[src/rtl/parallel_load_6bit_down_counter.sv]
// ---------------------------------------------------------------------------
// parallel_load_6bit_down_counter
//
// Purpose:
//   6-bit down counter with synchronous clear, synchronous parallel load and
//   a count-down enable. On underflow it either wraps to MAX (WRAP = 1,
//   usable as a modulo-(MAX+1) digit of a cascaded timer) or stops at zero
//   and raises a sticky done flag (WRAP = 0, one-shot timer).
//
// Parameters:
//   MAX   - highest count value and the wrap target (legal range 1..63)
//   WRAP  - 1 = wrap to MAX on underflow, 0 = stop at zero and set done
//
// Ports:
//   clk     in   1  rising-edge clock
//   reset   in   1  asynchronous active-high reset
//   clear   in   1  synchronous clear to zero (highest priority)
//   load    in   1  synchronous parallel load of in (saturated to MAX)
//   en      in   1  decrement request
//   in      in   6  parallel load value
//   out     out  6  registered count value
//   borrow  out  1  combinational borrow into the next-higher stage
//   zero    out  1  combinational flag, out == 0
//   done    out  1  registered sticky expiry flag (WRAP = 0 only)
// ---------------------------------------------------------------------------
module parallel_load_6bit_down_counter #(
  parameter int unsigned MAX  = 59,
  parameter bit          WRAP = 1'b1
) (
  input  logic       clk,
  input  logic       reset,
  input  logic       clear,
  input  logic       load,
  input  logic       en,
  input  logic [5:0] in,
  output logic [5:0] out,
  output logic       borrow,
  output logic       zero,
  output logic       done
);

  // An out-of-range MAX is pulled back into 1..63 so the comparator and the
  // wrap value always fit the 6-bit datapath.
  localparam int unsigned MAX_CLAMPED = (MAX < 1) ? 1 : ((MAX > 63) ? 63 : MAX);
  localparam logic [5:0]  C_MAX       = 6'(MAX_CLAMPED);

  // COUNT holds every nonzero value, AT_ZERO is a zero that may still wrap
  // or expire, EXPIRED is only reachable in one-shot mode.
  typedef enum logic [1:0] {
    ST_COUNT   = 2'd0,
    ST_AT_ZERO = 2'd1,
    ST_EXPIRED = 2'd2
  } counterState_t;

  counterState_t r_state;
  logic [5:0]    r_out;
  logic          r_done;

  logic [5:0]    w_loadValue;
  logic          w_loadIsZero;
  logic          w_outIsZero;

  // Load values above MAX saturate so out can never leave 0..MAX.
  assign w_loadValue  = (in > C_MAX) ? C_MAX : in;
  assign w_loadIsZero = (w_loadValue == 6'd0);
  assign w_outIsZero  = (r_out == 6'd0);

  // Counter state machine. clear beats load beats en; state, count and done
  // all update together so done and the state encoding can never disagree.
  always_ff @(posedge clk or posedge reset) begin
    if (reset) begin
      r_out   <= 6'd0;
      r_done  <= 1'b0;
      r_state <= ST_AT_ZERO;
    end else if (clear) begin
      r_out   <= 6'd0;
      r_done  <= 1'b0;
      r_state <= ST_AT_ZERO;
    end else if (load) begin
      r_out   <= w_loadValue;
      r_done  <= 1'b0;
      r_state <= w_loadIsZero ? ST_AT_ZERO : ST_COUNT;
    end else if (en) begin
      case (r_state)
        ST_COUNT: begin
          r_out <= r_out - 6'd1;
          if (r_out == 6'd1) begin
            r_state <= ST_AT_ZERO;
          end
        end
        ST_AT_ZERO: begin
          if (WRAP) begin
            r_out   <= C_MAX;
            r_state <= ST_COUNT;
          end else begin
            r_done  <= 1'b1;
            r_state <= ST_EXPIRED;
          end
        end
        ST_EXPIRED: begin
          // Sticky: only clear, load or reset leave this state.
          r_out <= r_out;
        end
        default: begin
          r_out   <= 6'd0;
          r_done  <= 1'b0;
          r_state <= ST_AT_ZERO;
        end
      endcase
    end
  end

  // borrow fires in the cycle that the underflow edge is about to happen, so
  // a higher stage driven by it steps on that same edge. reset is folded in
  // because the async-cleared zero would otherwise look like a live underflow.
  assign borrow = en & ~load & ~clear & w_outIsZero & ~r_done & ~reset;

  assign out  = r_out;
  assign zero = w_outIsZero;
  assign done = r_done;

endmodule

[config.mk]
export PLATFORM = sky130hd
export DESIGN_NAME = parallel_load_6bit_down_counter
export DESIGN_NICKNAME = d
export VERILOG_FILES = /design/src/rtl/parallel_load_6bit_down_counter.sv
export SDC_FILE = /design/constraint.sdc
export NUM_CORES = 1
export LEC_CHECK = 0
export ABC_AREA = 1
export CAP_MARGIN = 10
export CORE_MARGIN = 1.5
export CORE_UTILIZATION = 39
export CTS_BUF_LIST = sky130_fd_sc_hd__clkbuf_16
export CTS_CLUSTER_SIZE = 8
export DETAILED_ROUTE_END_ITERATION = 8
export MAX_ROUTING_LAYER = met4
export PLACE_DENSITY = 0.79
export SLEW_MARGIN = 20
export SYNTH_ARGS = -nofsm -noshare
export SYNTH_HDL_FRONTEND = slang
export SYNTH_SLANG_ARGS = --single-unit
[constraint.sdc]
create_clock -name clk -period 1.2 [get_ports clk]
set_input_delay 0.36 -clock clk [delete_from_list [all_inputs] [get_ports clk]]
set_output_delay 0.36 -clock clk [all_outputs]
set_load 0.03 [all_outputs]
* Yosys cells after proc, flatten, opt, wreduce, memory -nomap -nowiden *
Cells that the tools add are included.

storage, ports and cells
  bits in read-only memories = 0
  bits in latches = 0
  bits of input ports = 11
  memories kept = 0
  output and inout bits = 9
  bits in writable memories = 0
  register bits after elaboration = 9

cells by class
  $add $sub $neg = 1
  divide/modulo/power cells = 0
  multipliers = 0
  equal/unequal tests = 6
  reduce and logical (&&, ||, !) cells = 8
  shift-type cells = 0
  bitwise gates (word level) = 9
  multiplexer cells = 15
  $lt $le $gt $ge = 1

operators with widths
  kind                 number
  $mux 6               4
  $pmux 6 s3           1
  $logic_not 6->1      2
  $mux 2               4
  $eq 6x1->1 const B   1
  $gt 6x6->1 const B   1
  $pmux 2 s3           1
  $sub 6x1->6 const B  1
  $and 1x1->1          5
  $mux 1               5
  $ne 4x4->1 const B   1
  $not 1->1            4
  $reduce_and 2->1     2
  $ne 3x1->1 const B   1
  $ne 3x3->1 const B   1
  $reduce_and 3->1     1
  $reduce_bool 3->1    1
  $reduce_or 3->1      1
  $eq 2x1->1 const B   1
  $eq 2x2->1 const B   1
  $logic_not 2->1      1

* Logic depth before layout (Yosys ltp) *
  depth in word-level cells = 6
  gate-level depth with buffers = 8
  mapped depth without buffers = 8

* Worst setup path before layout *
Ideal clock, no wire load.

  path type = reg-to-output
  start = register r_out[0] (netlist: out[0])
  end = output port borrow
  cell stages (with the launch flop) = 5
  buffers on the path = 0
  arrival time = 1,489 ps
  path slack = -649 ps
  cells stage by stage = dfrtp_1 inv_1 ha_1 nand3_1 nor4_2

between the ends
  word-level cells in the longest chain between the ends = 4

RTL lines
  element                    RTL line  text
  start: declaration         56        logic [5:0] r_out;
  start signal: assignment   80        r_out <= w_loadValue;
  start signal: assignment   86        r_out <= r_out - 6'd1;
  start signal: assignment   102       r_out <= r_out;
  $logic_not 6->1            66        assign w_outIsZero = (r_out == 6'd0);
  $and 1x1->1 (3 in series)  116       assign borrow = en & ~load & ~clear & w_outIsZero & ~r_done & ~reset;
  end: declaration           37        output logic borrow,

Every way passes these cells.

* Worst setup path after layout *
  start = register r_out[0] (netlist: out[0])
  end = output port zero

between the ends
  word-level cells in the longest chain between the ends = 1

RTL lines
  element           RTL line  text
  $logic_not 6->1   66
  end: declaration  38        output logic zero,

Every way passes these cells.

==> flow_summary.toml <==
[setup_path]
reg2reg_to = "out[5]$_DFFE_PP0P_"
reg2reg_depth = 10
criticalPathCategory = "reg2out"
worstPathRequired_ns = 0.84
end_kind = "output port"
start_kind = "register"
arrival_ns = 1.28
critPathLaunch = "out[0]$_DFFE_PP0P_"
critical_path_peak_fanout = 2
r2r-start = "out[1]$_DFFE_PP0P_"
r2r_setup_slack_ns = -0.19

[detailed_routing]
dr.pass1.iters = 4
remaining_drc_errors = 0
avgViaCountPerCell = 5.57
num_vias = 863
antenna_left = 0
routed_wl_mm = 2.62
drt_iter0_drc = 33
wire_per_inst_um = 16.9

[layout]
drive_above_1_share_pct = 54.3
area_delta_synth_final_pct = 109
antennaDiodeCount = 0
final_nets = 154
stdcell_count = 155

[place]
place_inst = 143
place_hpwl_mm = 1.30
io_buffers = 18
gp_congestion = 0.852
pre_cts_slack_ns = -0.531

[logic_synthesis]
syn_area_um2 = 582
ys_top_cells_by_count = "nand2_1, nor2_1, inv_1"
synth_area_leaders = "dfrtp_1, nand2_1, nor2_1"
syn_nets = 105
synth_async_sr_flop_share_pct = 100
synth_edf_count = 0
ys_warn_count = 0
post-synth-top-count-cell = "nand2_1"
ys.flop_type = "dfrtp_1"
avgSynthCellArea_um2 = 6.32
synth_top_area_cell = "dfrtp_1"
seq_area_frac_synth_pct = 30.3
synth.distinct_cells = 22
synth-seq-cells = 7
syn-instance-count = 92
synthDominantCellAreaShare_pct = 25.8

[timing]
hold_violations = 0
fin_ws_ns = -0.437
period_share_pct = 136
finalSetupViolations = 10
period_needed_ns = 1.64
slew_violations = 0
fin_skew_ns = 0.000688
finalHoldWorstSlack_ns = 0.266
timing.fmax_mhz = 611
rsz0062_at_grt = "true"

[floorplan]
start_util_pct = 43.1
row_count = 13
die_width_um = 41.6
io_pins = 20
design.core.area_um2 = 1350
die_h_um = 41.6
die_area_um2 = 1730

[power]
p_per_area_nw_per_um2 = 1160
p_leak_nw = 0.614
total_power_mw = 1.41
vdd_drop_max_mv = 1.32

[clocking]
clock_latency_ns = 0.23
numCtsBuffers = 3
cts_tree = "done"
h-tree-depth = 1
path_clk_slew_ns = 0.04
clock_path_buffers = 2
root_buffer = "clkbuf_16"
clock_sinks = 7

[run_status]
status = "finished with violations"
violations = "negative setup slack"

[grt]
grt_max_degree = 8
antenna_found_initial = 0
grt_pass1_wl_mm = 3.28
overflow = 0
first_global_vias = 802
track_usage_pct = 25.7

[run]
cap_viol_max_count = 0

[worst_hold_path]
hp-class = "in2async"
[flip-flops by register name, summed over array words and instances (netlist names)]
signal   flops
out          6
r_state      1
[critical path, stage by stage, from the launching register on]
cell	delay [ns]
dfrtp_2	0.41
inv_2	0.07
ha_4	0.14
nand3_4	0.09
buf_6	0.13
nor2_4	0.07
buf_6	0.13
[how the worst max path moves through the flow]
stage / to / depth (start not counted)
floorplan: borrow / 4
global placement: borrow / 5
detailed placement: borrow / 4
CTS: zero / 6
global route: borrow / 5
finish: zero / 6
[stage by stage]
stage	utilization, %	TNS, ns	area, um^2
floorplan	-	-0.673	627
global placement	69.7	-3.32	941
detailed placement	69.7	-3.39	941
CTS	83.3	-1.35	1120
global route	90.0	-2.41	1210
finish	90.0	-1.95	1210
[cell type report]
| type | count | area [um^2] |
|---|---|---|
| clock buffer | 3 | 75.1 |
| clock inverter | 1 | 3.75 |
| fill | 68 | 135 |
| inverter | 11 | 41.3 |
| multi-input combinational | 73 | 479 |
| sequential | 7 | 180 |
| tap | 15 | 18.8 |
| timing repair buffer | 45 | 417 |
[report_power, final]
part | internal (mW) | total, mW | switching (mW)
sequential | 0.264 | 0.288 | 0.0239
clock | 0.435 | 0.573 | 0.139
combinational | 0.253 | 0.545 | 0.291
[cells by family after synthesis]
logic type / after synthesis / synth area share [%]
other: 1 / 0.645
adders and majority gates: 2 / 4.30
buffers and inverters: 12 / 8.39
AOI/OAI and AO/OA: 9 / 9.46
DFF: 7 / 30.3
and+or+nand+nor: 61 / 46.9
[layout by cell type, fill, tap and decap left out]
cell type / synthesis / layout
clkdlybuf4s50_1: 0 / 2
conb_1: 1 / 1
a21oi_2: 1 / 1
ha_4: 0 / 2
nor2_2: 3 / 3
o21ai_4: 0 / 1
nand3b_1: 1 / 1
dfstp_2: 1 / 1
nand2_1: 35 / 28
buf_4: 1 / 21
nand2_4: 1 / 1
nand2_2: 1 / 8
nor3_1: 1 / 1
dfrtp_2: 0 / 3
dlymetal6s2s_1: 0 / 3
inv_1: 9 / 5
o21ai_2: 1 / 1
nor2_4: 1 / 6
o21ai_1: 4 / 3
nand3_1: 4 / 1
nor4_4: 0 / 1
clkbuf_16: 0 / 3
nor2_1: 13 / 8
nand3_4: 0 / 1
a21boi_1: 0 / 1
nand3_2: 0 / 2
a21oi_1: 2 / 2
dfrtp_1: 6 / 3
inv_2: 2 / 7
buf_6: 0 / 14
dlygate4sd2_1: 0 / 5
[routing by layer]
metal	global-route usage, %	vias up	share of wire [%]
met1	28.1	396	33
met5	-	-	0
met3	3.04	29	6.7
met2	43.8	60	51
met4	16.1	0	8.6
li1	-	378	-
[timing repair]
item,CTS,global route
gates resized for setup,25,22
setup buffers,8,2
setup endpoints to repair,15,15
hold endpoints to repair,0,0
pin swaps,6,7
hold buffers,0,0
(Power assumes the default switching activity.)
==> patch 1 (same flow settings) <==
Put a register stage on the outputs `borrow` and `zero`, cleared by the reset. The values now appear one clock later. The other outputs are not delayed to match. Comments in the files are not updated.
--- a/src/rtl/parallel_load_6bit_down_counter.sv
+++ b/src/rtl/parallel_load_6bit_down_counter.sv
@@ -113,10 +113,17 @@
   // borrow fires in the cycle that the underflow edge is about to happen, so
   // a higher stage driven by it steps on that same edge. reset is folded in
   // because the async-cleared zero would otherwise look like a live underflow.
-  assign borrow = en & ~load & ~clear & w_outIsZero & ~r_done & ~reset;
 
   assign out  = r_out;
-  assign zero = w_outIsZero;
+  always_ff @(posedge clk or posedge reset) begin
+    if (reset) begin
+      borrow <= '0;
+      zero   <= '0;
+    end else begin
+      borrow <= en & ~load & ~clear & w_outIsZero & ~r_done & ~reset;
+      zero   <= w_outIsZero;
+    end
+  end
   assign done = r_done;
 
 endmodule
Function: changed (a bounded check fails within 4 cycles, from zero or initial values and one cycle with reset high).
==> patch 1 against the unedited design <==
The flow still finishes with violations (negative setup slack). Sequential power is 26% higher. First-iteration DRC count down 52%. Area after synthesis down 0.65%. Design area down 13%. Total power decreased by 4.2%. Clock power rose by 3%. Count of clock-buffer cells in the layout unchanged. Wire length is 24% lower. Final cell count down 10%. Setup slack improved by 400 ps. Sequential cell count grew 2. Die area fell by 0.60%.
==> patch 1: results (changes against the unedited design) <==
* Port bufs at 18 (unchanged)
* CTS max path bufs at 2 (unchanged)
* DP HPWL at 1180 µm (-8.9%)
* First-pass GRT wire length at 3000 µm (-8.6%)
* Failing checks: negative setup slack
* ANT cells at 0 (unchanged)
* Run status: finished with violations
* Post-Synth Adder-Cell Area at 4.33% (+0.028 points)
* Setup Skew at 2.71 ps (+2.02 ps)
* CTS clk-pin slew, worst paths at 40 ps (about the same)
* CTS Root Cell: clkbuf_16
* Async SR Flop Fraction at 100% (unchanged)
* First drt pass iteration count at 4 (unchanged)
* Synth Area in Compound Gates at 8.44% (-1.0 points)
* Worst hold path type: primary input to asynchronous set/reset pin
* Worst EP arrival at 880 ps (-400 ps)
* Layout filler cell count at 94 (+38%)
* RR Endpoint: out[4]
* Number of global-route vias before repair at 690 (-14%)
* WL/cell at 14.3 µm (-15%)
* Worst Setup SP: out[0]
* Layout cell share with drive strength beyond 1 at 35.5% (-19 points)
* Register-to-Register Path Depth at 8 (-2)
* Worst setup margin at -38.6 ps (+399 ps)
* Aggregate global-route resource usage at 23.9% (-1.8 points)
* Ys Warns at 0 (unchanged)
* Register area share after synthesis at 39.2% (+8.9 points)
* 1st-iter DRT viols at 16 (-52%)
* Top cells by area, synth: dfrtp_1, nand2_1, nor2_1
* Final setup vio count at 2 (-8)
* H-tree depth at 1 (unchanged)
* Lkg Pwr at 0.561 nW (-8.5%)
* Syn Nets at 102 (-2.9%)
* Post-Synth XOR/XNOR Area at 0% (unchanged)
* Yosys cell types at 18 (-18%)
* Crit-path max FO at 2 (unchanged)
* Post-synthesis mux area share at 0% (unchanged)
* Sw Share at 29.7% (-2.7 points)
* Worst hold slack at 472 ps (+206 ps)
* Final GP Congestion at 0.824 (-3.3%)
* Largest net degree at the start of global routing at 10 (+2)
* Nets at 138 (-10%)
* Vias at 743 (-14%)
* Worst skew pair latency at 240 ps
* Antenna violations before repair at 0 (unchanged)
* Flop2flop setup slack at 0 ps (+190 ps)
* Peak supply drop at 823 µV (-38%)
* Post-synth top cells: nand2_1, nor2_1, inv_1
* Total CTS buffers at 3 (unchanged)
[patch 1: cell types whose count changed after synthesis, moves of 3 or more]
cell | before | now
nor2_1 | 13 | 17
nor2_2 | 3 | 0
o21ai_1 | 4 | 1
nand2_1 | 35 | 32
[patch 1: routing by layer]
metal | up-vias | track usage, % | part of all wire (%) | wire [µm]
met5 | - | - | 0 | 0
met4 | 0 | 14.8 | 3.0 | 59
met3 | 8 | 2.61 | 5.4 | 108
met2 | 41 | 41.3 | 53 | 1060
met1 | 343 | 26.0 | 38 | 764
li1 | 351 | - | - | -
[patch 1: timing repair]
| item | in CTS | in global routing |
|---|---|---|
| gates resized for setup | 10 | 25 |
| buffers inserted | 3 | 3 |
| setup endpoints to repair | 10 | 14 |
| hold buffers | 0 | 0 |
| pin swaps | 1 | 10 |
[patch 1: layout make-up]
class	instances	share of cell area (%)
timing repair buffer	32	29.0
clock buffer	3	7.09
clock inverter	1	0.355
inverter	10	3.78
tap	15	1.77
multi-input combinational	69	36.3
sequential	9	21.7
[patch 1: worst max-delay path by stage]
stage                             to  slack [ps]  cells after the start
after global placement    r_state[0]        -320                      6
after CTS                     out[0]         -30                      2
after global routing          out[4]         -70                      8
after floorplan               out[2]           3                      7
final                         out[0]         -40                      2
after detailed placement      out[1]        -350                      6
[patch 1: power by group through the flow]
| stage | clock [mW] | sequential, mW | combinational (mW) |
|---|---|---|---|
| after floorplan | 0 | 0.408 | 0.119 |
| after global placement | 0 | 0.363 | 0.289 |
| after detailed placement | 0 | 0.363 | 0.296 |
| after CTS | 0.584 | 0.360 | 0.335 |
| after global routing | 0.606 | 0.366 | 0.422 |
| final | 0.590 | 0.362 | 0.396 |
[patch 1: worst max-delay path: stages (launching register included)]
cell and delay, ps:
dfrtp_2 400, buf_6 120, buf_6 130
[patch 1: per-stage QoR]
step	setup TNS [ps]	cell area (µm²)	power, mW	cells	setup slack, ps
after floorplan	0	581	0.527	89	2.81
after global placement	-2390	812	0.652	129	-322
after detailed placement	-2620	812	0.659	129	-346
after CTS	-69.8	951	1.28	136	-31.5
after global routing	-189	1060	1.39	139	-67.0
final	-42.4	1060	1.35	139	-38.6
[patch 1: cells by family (layout without fill, tap and decap cells)]
family,Yosys count,count (layout)
flops,9,9
compound gates,9,9
fa+ha+maj,2,2
other cells,1,1
simple gates,57,57
buf+inv,11,46
==> patch 2 (config.mk and constraints unchanged) <==
Made on the original files. The parameter `WRAP` goes from 1'b1 to 1'b0.
--- a/src/rtl/parallel_load_6bit_down_counter.sv
+++ b/src/rtl/parallel_load_6bit_down_counter.sv
@@ -25,7 +25,7 @@
 // ---------------------------------------------------------------------------
 module parallel_load_6bit_down_counter #(
   parameter int unsigned MAX  = 59,
-  parameter bit          WRAP = 1'b1
+  parameter bit          WRAP = 1'b0
 ) (
   input  logic       clk,
   input  logic       reset,
Function: changed (Yosys sat finds a counterexample within 4 cycles, from zero or initial values and one cycle with reset high).
==> patch 2 against the unedited design <==
The run still ends with negative setup slack left. Sequential cell count increased by 2. Maximum frequency grew 2.1%. Design area up 20%. Count of clock-buffer cells in the layout unchanged. Setup slack improved by 34 ps. Area after synthesis rose by 22%. Total power rose by 29%. Wire length is 23% higher. Largest power group is now combinational logic. Highest routed layer unchanged.
==> patch 2: results (changes against the unedited design) <==
* Failing checks: negative setup slack
* Placed cells at 174 (+22%)
* Yosys cell types at 16 (-27%)
* Length of routed met2 wiring at 1700 µm (+27%)
* Seq power at 381 µW (+32%)
* 1st-iter DRT viols at 56 (+70%)
* Sw Share at 36.1% (+3.8 points)
* Buf/Inv on CP at 2 (-1)
* Synth Area in Compound Gates at 10.6% (+1.2 points)
* Syn Nets at 126 (+20%)
* Aggregate global-route resource usage at 25.9% (+0.21 points)
* Worst setup margin at -403 ps (+34.0 ps)
* RR Endpoint: out[3]
* Register area share after synthesis at 32.0% (+1.7 points)
* Vias at 1014 (+17%)
* GR Overflow Total at 0 (unchanged)
* Worst path max stage delay at 430 ps (+20 ps)
* Routed wire length at 3230 µm (+23%)
* Final GP Congestion at 0.872 (+2.3%)
* Layout cell share with drive strength beyond 1 at 53.4% (-0.87 points)
* WL/cell at 17.3 µm (+2.5%)
* Met1 usage at 28.9% (+0.74 points)
* DP HPWL at 1590 µm (+22%)
* Met3 usage at 1.19% (-1.9 points)
* Worst EP arrival at 1240 ps (-40 ps)
* Setup Total Neg Slack at -2890 ps (-937 ps)
* Post-synth top cells: nand2_1, inv_1, nor2_1
* Number of non-clock inverters at 18 (+7)
* Final setup vio count at 17 (+7)
* Seq/total area at 15.9% (+1.1 points)
* Largest net degree at the start of global routing at 10 (+2)
* Multi-input logic area at 598 µm² (+25%)
* Met3 routed WL at 212 µm (+20%)
* First-pass GRT wire length at 3770 µm (+15%)
* Run status: finished with violations
* Seq_cells at 9 (+2)
* Setup Skew at 6.37 ps (+5.68 ps)
* Number of global-route vias before repair at 894 (+11%)
* Peak supply drop at 813 µV (-38%)
* Post-CTS Setup Inserts at 9 (+1)
* CP endpoint: borrow
* Nets at 179 (+16%)
* Worst hold slack at 264 ps (-2.10 ps)
* Flop2flop setup slack at -280 ps (-90 ps)
* Layout filler cell count at 83 (+22%)
* Register-to-Register Path Depth at 7 (-3)
* Fraction of area in multi-input gates at 40.9% (+1.5 points)
* Port bufs at 19 (+1)
* Lkg Pwr at 0.692 nW (+13%)
* Post-CTS Resized at 33 (+32%)
* Reg-to-reg critical path startpoint: r_state[0]
* Max-slew headroom at 85.0%
* Non-clock buffering overhead at 30.5% (-3.8 points)
* Pre-CTS setup slack at -571 ps (-39.2 ps)
* Top cells by area, synth: dfrtp_1, nand2_1, ha_1
* Post-Synth XOR/XNOR Area at 1.24% (+1.2 points)
* Clock share of power at 33.8% (-7.0 points)
patch 2: changes by cell type in the layout (fill, tap and decap cells not counted), moves of 2 or more:
cell	unedited run	this run
clkdlybuf4s50_1	2	6
dfrtp_2	3	5
buf_6	14	17
inv_1	5	11
inv_2	7	5
nand2_1	28	22
nand3_1	1	8
nor2_4	6	3
inv_4	0	3
dlygate4sd2_1	5	3
dlymetal6s2s_1	3	0
nand4_1	0	2
o21ai_0	0	2
ha_4	2	5
patch 2: cell families after synthesis:
group                    after synthesis
AO/OA/AOI/OAI                         14
XOR/XNOR                               1
adder cells (fa/ha/maj)                6
buffers and inverters                 18
flip-flops                             9
AND/OR/NAND/NOR                       61
patch 2: worst register-to-register path: cells and delay by family (launching register included):
family	cells	cell delay, ps
adders and majority gates	1	270
DFF	1	540
AOI/OAI and AO/OA	2	160
buffers and inverters	4	430
